## src/rtl/io_bridge_pkg.sv

```systemverilog
`default_nettype none
// ============================================================================
//  Module      : io_bridge_pkg
//  Description : Shared constants for the processor I/O bridge: STATUS word
//                bit positions and the fixed port addresses (FIFO port 0 and
//                the all-ones STATUS port).
//  Revision    : 1.0 - initial release
// ============================================================================
package io_bridge_pkg;

    // STATUS word layout (upper bits read as zero)
    localparam int c_ST_RX_NONEMPTY = 0;
    localparam int c_ST_TX_FULL     = 1;
    localparam int c_ST_OVF         = 2;
    localparam int c_ST_UDF         = 3;

    // Port 0 is the FIFO port on both the input and the output side
    localparam int c_PORT_FIFO = 0;

    // STATUS lives at the all-ones input address for a given address width
    function automatic int unsigned status_addr(input int unsigned nbits);
        return (1 << nbits) - 1;
    endfunction

endpackage
`default_nettype wire

```

## src/rtl/io_fifo.sv

```systemverilog
`default_nettype none
// ============================================================================
//  Module      : io_fifo
//  Description : Synchronous FIFO, power-of-2 depth, async active-high reset.
//                A push while full is accepted only if a pop happens in the
//                same cycle; a pop while empty is ignored (no bypass).
//  Ports       : clk, rst      - clock / async reset
//                push, wdata   - write request and data
//                pop           - read request (advances head)
//                full, empty   - occupancy flags
//                count         - words stored, log2(DEPTH)+1 bits
//                head          - oldest stored word
//  Revision    : 1.0 - initial release
// ============================================================================
module io_fifo #(
    parameter int NBDATA = 16,
    parameter int DEPTH  = 4
) (
    input  logic                     clk,
    input  logic                     rst,
    input  logic                     push,
    input  logic [NBDATA-1:0]        wdata,
    input  logic                     pop,
    output logic                     full,
    output logic                     empty,
    output logic [$clog2(DEPTH):0]   count,
    output logic [NBDATA-1:0]        head
);

    localparam int c_AW = $clog2(DEPTH);

    logic [NBDATA-1:0] r_mem [DEPTH];
    logic [c_AW-1:0]   r_wptr;
    logic [c_AW-1:0]   r_rptr;
    logic [c_AW:0]     r_count;
    logic              w_do_pop;
    logic              w_do_push;

    assign empty     = (r_count == '0);
    assign full      = (r_count == (c_AW+1)'(DEPTH));
    assign w_do_pop  = pop & ~empty;
    // A full FIFO can take a word only when the head leaves in the same cycle
    assign w_do_push = push & (~full | w_do_pop);
    assign count     = r_count;
    assign head      = r_mem[r_rptr];

    always_ff @(posedge clk or posedge rst) begin
        if (rst) begin
            r_wptr  <= '0;
            r_rptr  <= '0;
            r_count <= '0;
            for (int i = 0; i < DEPTH; i++) begin
                r_mem[i] <= '0;
            end
        end else begin
            if (w_do_push) begin
                r_mem[r_wptr] <= wdata;
                r_wptr        <= r_wptr + 1'b1;   // wraps modulo DEPTH
            end
            if (w_do_pop) begin
                r_rptr <= r_rptr + 1'b1;
            end
            case ({w_do_push, w_do_pop})
                2'b10:   r_count <= r_count + 1'b1;
                2'b01:   r_count <= r_count - 1'b1;
                default: r_count <= r_count;
            endcase
        end
    end

endmodule
`default_nettype wire

```

## src/rtl/io_bridge.sv

```systemverilog
`default_nettype none
// ============================================================================
//  Module      : io_bridge
//  Description : Processor I/O bridge. Input port 0 pops the rx FIFO, ports
//                1..2**NBIOIN-2 read gpi, the all-ones port reads STATUS
//                (clear-on-read udf/ovf). Output port 0 pushes the tx FIFO,
//                ports 1..2**NBIOOU-1 load gpo registers. itr pulses when the
//                rx FIFO goes from empty to non-empty.
//  Ports       : clk, rst                    - clock / async reset
//                addr_in, req_in, io_in      - processor read side
//                addr_out, out_en, io_out    - processor write side
//                itr                         - interrupt pulse
//                rx_data/rx_valid/rx_ready   - inbound stream
//                tx_data/tx_valid/tx_ready   - outbound stream
//                gpi, gpo                    - static inputs / registered outputs
//  Revision    : 1.0 - initial release
// ============================================================================
module io_bridge
    import io_bridge_pkg::*;
#(
    parameter int NUBITS = 16,
    parameter int NBIOIN = 2,
    parameter int NBIOOU = 2,
    parameter int IDEPTH = 4,
    parameter int ODEPTH = 4,
    parameter int ITREN  = 1
) (
    input  logic                              clk,
    input  logic                              rst,
    input  logic [NBIOIN-1:0]                 addr_in,
    input  logic                              req_in,
    output logic [NUBITS-1:0]                 io_in,
    input  logic [NBIOOU-1:0]                 addr_out,
    input  logic                              out_en,
    input  logic [NUBITS-1:0]                 io_out,
    output logic                              itr,
    input  logic [NUBITS-1:0]                 rx_data,
    input  logic                              rx_valid,
    output logic                              rx_ready,
    output logic [NUBITS-1:0]                 tx_data,
    output logic                              tx_valid,
    input  logic                              tx_ready,
    input  logic [(2**NBIOIN-2)*NUBITS-1:0]   gpi,
    output logic [(2**NBIOOU-1)*NUBITS-1:0]   gpo
);

    localparam int                c_NGPI      = 2**NBIOIN - 2;
    localparam int                c_NGPO      = 2**NBIOOU - 1;
    localparam logic [NBIOIN-1:0] c_STATUS_IN = NBIOIN'(status_addr(NBIOIN));

    logic                      w_rx_full, w_rx_empty, w_tx_full, w_tx_empty;
    logic [$clog2(IDEPTH):0]   w_rx_count;
    logic [$clog2(ODEPTH):0]   w_tx_count;
    logic [NUBITS-1:0]         w_rx_head;
    logic                      w_rx_rd, w_st_rd, w_tx_wr, w_tx_pop;
    logic                      w_udf_evt, w_ovf_evt;
    logic [NUBITS-1:0]         w_status;
    logic                      w_unused;

    logic                      r_udf, r_ovf, r_itr;
    logic [c_NGPO*NUBITS-1:0]  r_gpo;

    assign w_rx_rd   = req_in & (addr_in == NBIOIN'(c_PORT_FIFO));
    assign w_st_rd   = req_in & (addr_in == c_STATUS_IN);
    assign w_tx_wr   = out_en & (addr_out == NBIOOU'(c_PORT_FIFO));
    assign w_tx_pop  = tx_ready & ~w_tx_empty;
    assign w_udf_evt = w_rx_rd & w_rx_empty;
    // A write into a full tx FIFO is lost unless the consumer drains a word
    // in the same cycle
    assign w_ovf_evt = w_tx_wr & w_tx_full & ~w_tx_pop;
    assign w_unused  = ^{w_rx_count, w_tx_count};

    // rx_valid is offered to the FIFO directly: a word arriving while full is
    // still taken if the processor pops in the same cycle
    io_fifo #(.NBDATA(NUBITS), .DEPTH(IDEPTH)) u_rx_fifo (
        .clk   (clk),
        .rst   (rst),
        .push  (rx_valid),
        .wdata (rx_data),
        .pop   (w_rx_rd),
        .full  (w_rx_full),
        .empty (w_rx_empty),
        .count (w_rx_count),
        .head  (w_rx_head)
    );

    io_fifo #(.NBDATA(NUBITS), .DEPTH(ODEPTH)) u_tx_fifo (
        .clk   (clk),
        .rst   (rst),
        .push  (w_tx_wr),
        .wdata (io_out),
        .pop   (tx_ready),
        .full  (w_tx_full),
        .empty (w_tx_empty),
        .count (w_tx_count),
        .head  (tx_data)
    );

    assign rx_ready = ~w_rx_full;
    assign tx_valid = ~w_tx_empty;
    assign itr      = r_itr;
    assign gpo      = r_gpo;

    always_comb begin
        w_status                   = '0;
        w_status[c_ST_RX_NONEMPTY] = ~w_rx_empty;
        w_status[c_ST_TX_FULL]     = w_tx_full;
        w_status[c_ST_OVF]         = r_ovf;
        w_status[c_ST_UDF]         = r_udf;
    end

    always_comb begin
        io_in = '0;
        if (req_in) begin
            if (addr_in == NBIOIN'(c_PORT_FIFO)) begin
                io_in = w_rx_empty ? '0 : w_rx_head;
            end else if (addr_in == c_STATUS_IN) begin
                io_in = w_status;
            end else begin
                for (int k = 1; k <= c_NGPI; k++) begin
                    if (addr_in == NBIOIN'(k)) begin
                        io_in = gpi[(k-1)*NUBITS +: NUBITS];
                    end
                end
            end
        end
    end

    always_ff @(posedge clk or posedge rst) begin
        if (rst) begin
            r_udf <= 1'b0;
            r_ovf <= 1'b0;
            r_itr <= 1'b0;
            r_gpo <= '0;
        end else begin
            // A new event beats the clear-on-read of STATUS
            r_udf <= w_udf_evt | (r_udf & ~w_st_rd);
            r_ovf <= w_ovf_evt | (r_ovf & ~w_st_rd);
            // An empty FIFO always accepts rx_valid, so this is exactly the
            // count leaving zero
            r_itr <= (ITREN != 0) & w_rx_empty & rx_valid;
            for (int k = 1; k <= c_NGPO; k++) begin
                if (out_en && (addr_out == NBIOOU'(k))) begin
                    r_gpo[(k-1)*NUBITS +: NUBITS] <= io_out;
                end
            end
        end
    end

endmodule
`default_nettype wire

```

## config.mk

```make
export PLATFORM = sky130hd
export DESIGN_NAME = io_bridge
export DESIGN_NICKNAME = d
export VERILOG_FILES = /design/src/rtl/io_bridge_pkg.sv /design/src/rtl/io_fifo.sv /design/src/rtl/io_bridge.sv
export SDC_FILE = /design/constraint.sdc
export NUM_CORES = 1
export LEC_CHECK = 0
export CORE_MARGIN = 5
export CORE_UTILIZATION = 57
export CTS_CLUSTER_SIZE = 8
export DETAILED_ROUTE_END_ITERATION = 7
export PLACE_DENSITY = 0.85
export SKIP_CTS_REPAIR_TIMING = 1
export SKIP_LAST_GASP = 1
export SLEW_MARGIN = 20
export SYNTH_ARGS = -nofsm -noshare
export SYNTH_HDL_FRONTEND = slang
export SYNTH_SLANG_ARGS = --single-unit
```

## constraint.sdc

```tcl
create_clock -name clk -period 13.84 [get_ports clk]
set_input_delay 1.384 -clock clk [delete_from_list [all_inputs] [get_ports clk]]
set_output_delay 1.384 -clock clk [all_outputs]
set_load 0.02 [all_outputs]
```

== Word-level counts from Yosys, hierarchy flattened ==
Cells that the tools add are included.

* Register bits: 193
* Bits of input ports: 74
* Output and inout bits: 83
* Word-level logic and storage cells: 104

* Add/subtract/negate cells: 8
* Magnitude comparators: 6
* Eq/ne operators: 12
* Mux-type cells: 20
* Bitwise operators: 27
* Reductions and logical operators: 11

{| class="wikitable"
|+ Operators with widths
! kind !! count
|-
| $mux W16 || 12
|-
| $bwmux W64 || 2
|-
| $bmux W16 S2 || 2
|-
| $demux W16 S2 || 2
|-
| $and A1 B1 Y1 || 13
|-
| $eq A2 B2 Y1 const B || 6
|-
| $ge A3 B3 Y1 const B || 4
|-
| $not A2 Y3 || 4
|-
| $pmux W3 S2 || 2
|-
| $add A2 B1 Y2 const B || 4
|-
| $eq A2 B1 Y1 const B || 4
|-
| $add A3 B1 Y3 const B || 2
|-
| $eq A3 B3 Y1 const B || 2
|-
| $logic_not A3 Y1 || 2
|-
| $lt A3 B1 Y1 const B || 2
|-
| $not A1 Y1 || 6
|-
| $sub A3 B1 Y3 const B || 2
|-
| $logic_and A1 B1 Y1 || 5
|-
| $logic_not A2 Y1 || 2
|-
| $or A1 B1 Y1 || 4
|-
| $reduce_bool A2 Y1 || 2
|}

== Logic depth before layout (Yosys ltp) ==
* Depth after elaboration: 7
* Depth in mapped cells: 10
* Depth with buffers taken out: 8

== By module ==
Synthesis repeated with hierarchy kept, for this count alone.

* Cell total of the unflattened synthesis: 573
* Area total of the unflattened synthesis: 8889.8 µm²

{| class="wikitable"
|+ Modules (own cells, without submodules)
! module !! times used !! cells an instance !! area an instance (µm²) !! sequential area each (µm²)
|-
| io_fifo || 2 || 194 || 3196.8 || 1776.7
|-
| io_bridge || 1 || 185 || 2496.1 || 1276.2
|}

== Least setup slack after synthesis ==
No wires, ideal clock.

* Path kind: input to output
* Start: input port addr_in[0]
* End: output port io_in[1]
* Arrival: 2.781 ns
* Path slack: 9.675 ns
* Cell stages on the path: 5
* Cells stage by stage: buf_2 -> buf_2 -> nand2_1 -> o311a_1 -> nor4_1

* Longest elaborated chain between the ends: 6

{| class="wikitable"
|+ RTL lines
! item !! line !! source
|-
| start, declared || io_bridge.sv:30 || <nowiki>input logic [NBIOIN-1:0] addr_in,</nowiki>
|-
| $eq A2 B1 Y1 || io_bridge.sv:121 || <nowiki>if (addr_in == NBIOIN'(k)) begin</nowiki>
|-
| $mux W16 (2 in series) || io_bridge.sv:121 ||
|-
| $mux W16 || io_bridge.sv:117 || <nowiki>end else if (addr_in == c_STATUS_IN) begin</nowiki>
|-
| $mux W16 * || io_bridge.sv:115 || <nowiki>if (addr_in == NBIOIN'(c_PORT_FIFO)) begin</nowiki>
|-
| $mux W16 * || io_bridge.sv:114 || <nowiki>if (req_in) begin</nowiki>
|-
| end, declared || io_bridge.sv:32 || <nowiki>output logic [NUBITS-1:0] io_in,</nowiki>
|}

Mark *: on every way between the ends. The rest lies on a longest branch, timed or not.

== Worst setup path in the final report ==
* Start: input port addr_in[0]
* End: output port io_in[5]

Same word-level chain as after synthesis.

==> run summary <==
Worst EP arrival = 4560 ps
Num CTS Buffers = 17
P per Cell Area = 216.4 mW/mm^2
Max Cap Viol = 0
clock power share = 0.203
DRC Markers = 0
Synth Flop Type = dfrtp_1
Flop pwr share = 0.393
Cell Rows = 46
fraction of layout cells with a size suffix above 1 = 0.3061
Worst Hold Launch = u_tx_fifo.r_mem[50]
final clock skew = 11.41 ps
Syn Std Cell Area = 0.009109 mm^2
Final ANT Viol Nets = 0
measured slew at the worst slew-check pin = 1069 ps
CTS tree = done
DIE AREA = 0.01861 mm^2
Initial DRC Count = 269
routability cong. = 0.8698
Avg WL per Cell = 21.17 um
Worst-Skew Late Latency = 430 ps
worst flop-to-flop path startpoint = u_tx_fifo.count[0]
EDFF count, synth = 0
final slew viol count = 0
Post-Route Utilization = 0.7183
fillers = 981
mean area per synthesized cell = 15.21 um^2
Worst Path Class, Setup = in2out
Comb power frac = 0.405
Die Wd = 136.4 um
Mapped Cells = 599
Synth top area share = 0.5302
Initial Util = 0.5776
largest net degree at the start of global routing = 106
total power = 2.452 mW
Warnings, synthesis = 0
sw power = 0.8097 mW
Multi-input gate area = 0.003989 mm^2
first-pass GRT wire length = 33220 um
Tcrit/Tclk final = 0.4296
cell taking the most area after synthesis = dfrtp_1
FF+latch area = 0.004830 mm^2
Slew Limit Headroom = 0.2850
Area Growth Syn to Fin = 24.37%
Overall Global Routing Usage = 0.2315
P_leak = 4.788 nW
WP data required = 12460 ps
part of the Yosys area used for sequential elements = 0.5302
Crit Path Max Fanout = 28
initial antenna violation count = 0
switching share of total power = 0.3303
Vias per Instance = 5.806
Area after DPL = 0.01072 mm^2
Synth cell types = 49
clock slew at reported path FFs = 70 ps
ANT cells = 0
crit path from = addr_in[0]
final count of hold timing violations = 0
Die H = 136.4 um
setup tns final = 0 ps
RSZ-0062 raised after global routing = no
final instance area = 0.01133 mm^2
Async SR Flop Fraction = 1.000
top-count cell post-synth = dfrtp_1
vias in the first global route = 6212
post-synthesis register bit count = 193
vias = 5655
Mapped Nets = 685
Startpoint Class = primary input
DRT Pass-1 Iters = 5
GR Overflow Total = 0
design internal power = 1.642 mW
nets@finish = 831
# setup viols final = 0
clock buffer depth = 2
Ports = 157
largest cells by area after synthesis = dfrtp_1 (53%), mux2_2 (16%), mux2_4 (6.6%)
Core Footprint = 0.01577 mm^2
Fmax achieved = 168.2 MHz
clk sinks = 193
Root Buffer = clkbuf_16
Routed WL = 20620 um
maximum vdd drop = 0.1143 mV
post-layout min period = 5946 ps
Post-synth top cells = dfrtp_1 (193), mux2_2 (126), mux2_1 (40), mux2_4 (40), mux4_2 (17)
Hold WC Path Type = reg2reg
Clock H-tree levels = 4
outcome = finished clean
CP endpoint kind = output port
Port Buffers = 156
Detail Placement HPWL = 14190 um
Fin Hold WS = 493.3 ps
cell families (layout without fill, tap and decap cells):
| family | Yosys count | count (layout) | synth area share |
|---|---|---|---|
| compound gates | 68 | 68 | 0.05687 |
| simple gates | 41 | 41 | 0.03228 |
| fa+ha+maj | 12 | 12 | 0.01813 |
| buf+inv | 45 | 204 | 0.03228 |
| flops | 193 | 193 | 0.5302 |
| xor+xnor | 12 | 12 | 0.01154 |
| mux | 228 | 228 | 0.3187 |
metal layers:
metal  up-vias  global-route usage  wire length (um)
met5         -                   0                 0
met4         0             0.07223               385
met3        33             0.05070              1126
met2       202              0.3919             10620
met1      2923              0.2994              8485
li1       2497                   -                 -
through the flow:
step           std cells  setup WS (ps)
4_1_cts              974           7821
2_1_floorplan        599           7200
3_3_place_gp         942           8025
3_5_place_dp         942           7825
5_1_grt              974           7791
6_report             974           7894
worst max-delay path, cell delays in order:
cell             delay, ps
clkdlybuf4s50_1        970
nor2b_1               1030
a22oi_1                210
a211oi_1               290
clkdlybuf4s50_1        670
path summary, 6_finish.rpt:
path / end / slack, ps / depth (start not counted)
max in group asynchronous: gpo[28] / 10980 / 3
max reg2reg: u_tx_fifo.count[2] / 11180 / 8
min reg2reg: u_tx_fifo.r_mem[50] / 490 / 1
min in group asynchronous: gpo[19] / 1530 / 2
max: io_in[5] / 7890 / 5
min: u_tx_fifo.r_mem[50] / 490 / 1
registers in the layout (all words and copies together) (netlist names):
| signal | count |
|---|---|
| u_rx_fifo.r_wptr | 2 |
| u_rx_fifo.count | 3 |
| u_tx_fifo.r_mem | 64 |
| u_tx_fifo.r_wptr | 2 |
| u_tx_fifo.r_rptr | 2 |
| u_rx_fifo.r_rptr | 2 |
| r_udf | 1 |
| itr | 1 |
| u_tx_fifo.count | 3 |
| gpo | 48 |
| u_rx_fifo.r_mem | 64 |
| r_ovf | 1 |
power by group through the flow:
stage / clock network [mW] / logic [mW] / registers, mW
2_1_floorplan: 0 / 0.681 / 0.938
6_report: 0.497 / 0.993 / 0.963
4_1_cts: 0.503 / 1.00 / 0.960
3_5_place_dp: 0 / 0.996 / 0.963
5_1_grt: 0.529 / 1.06 / 0.989
3_3_place_gp: 0 / 0.966 / 0.940
final cells by class:
cell class | instances | share of cell area
Sequential cell | 193 | 0.4263
Multi-Input combinational cell | 361 | 0.3521
Timing Repair Buffer | 159 | 0.1397
Clock buffer | 17 | 0.03755
Tap cell | 216 | 0.02386
Clock inverter | 15 | 0.01568
Inverter | 13 | 0.004749
placed cells by master (no fill, tap or decap), types with 10 or more instances in the layout:
master / instances
inv_1: 12
clkbuf_16: 17
mux2_1: 40
a21boi_0: 12
mux2_4: 40
ha_1: 10
a211oi_1: 13
dfrtp_1: 193
a22oi_1: 12
a21oi_1: 13
clkdlybuf4s50_1: 155
mux4_2: 17
mux2_2: 126
(Power assumes the default switching activity.)
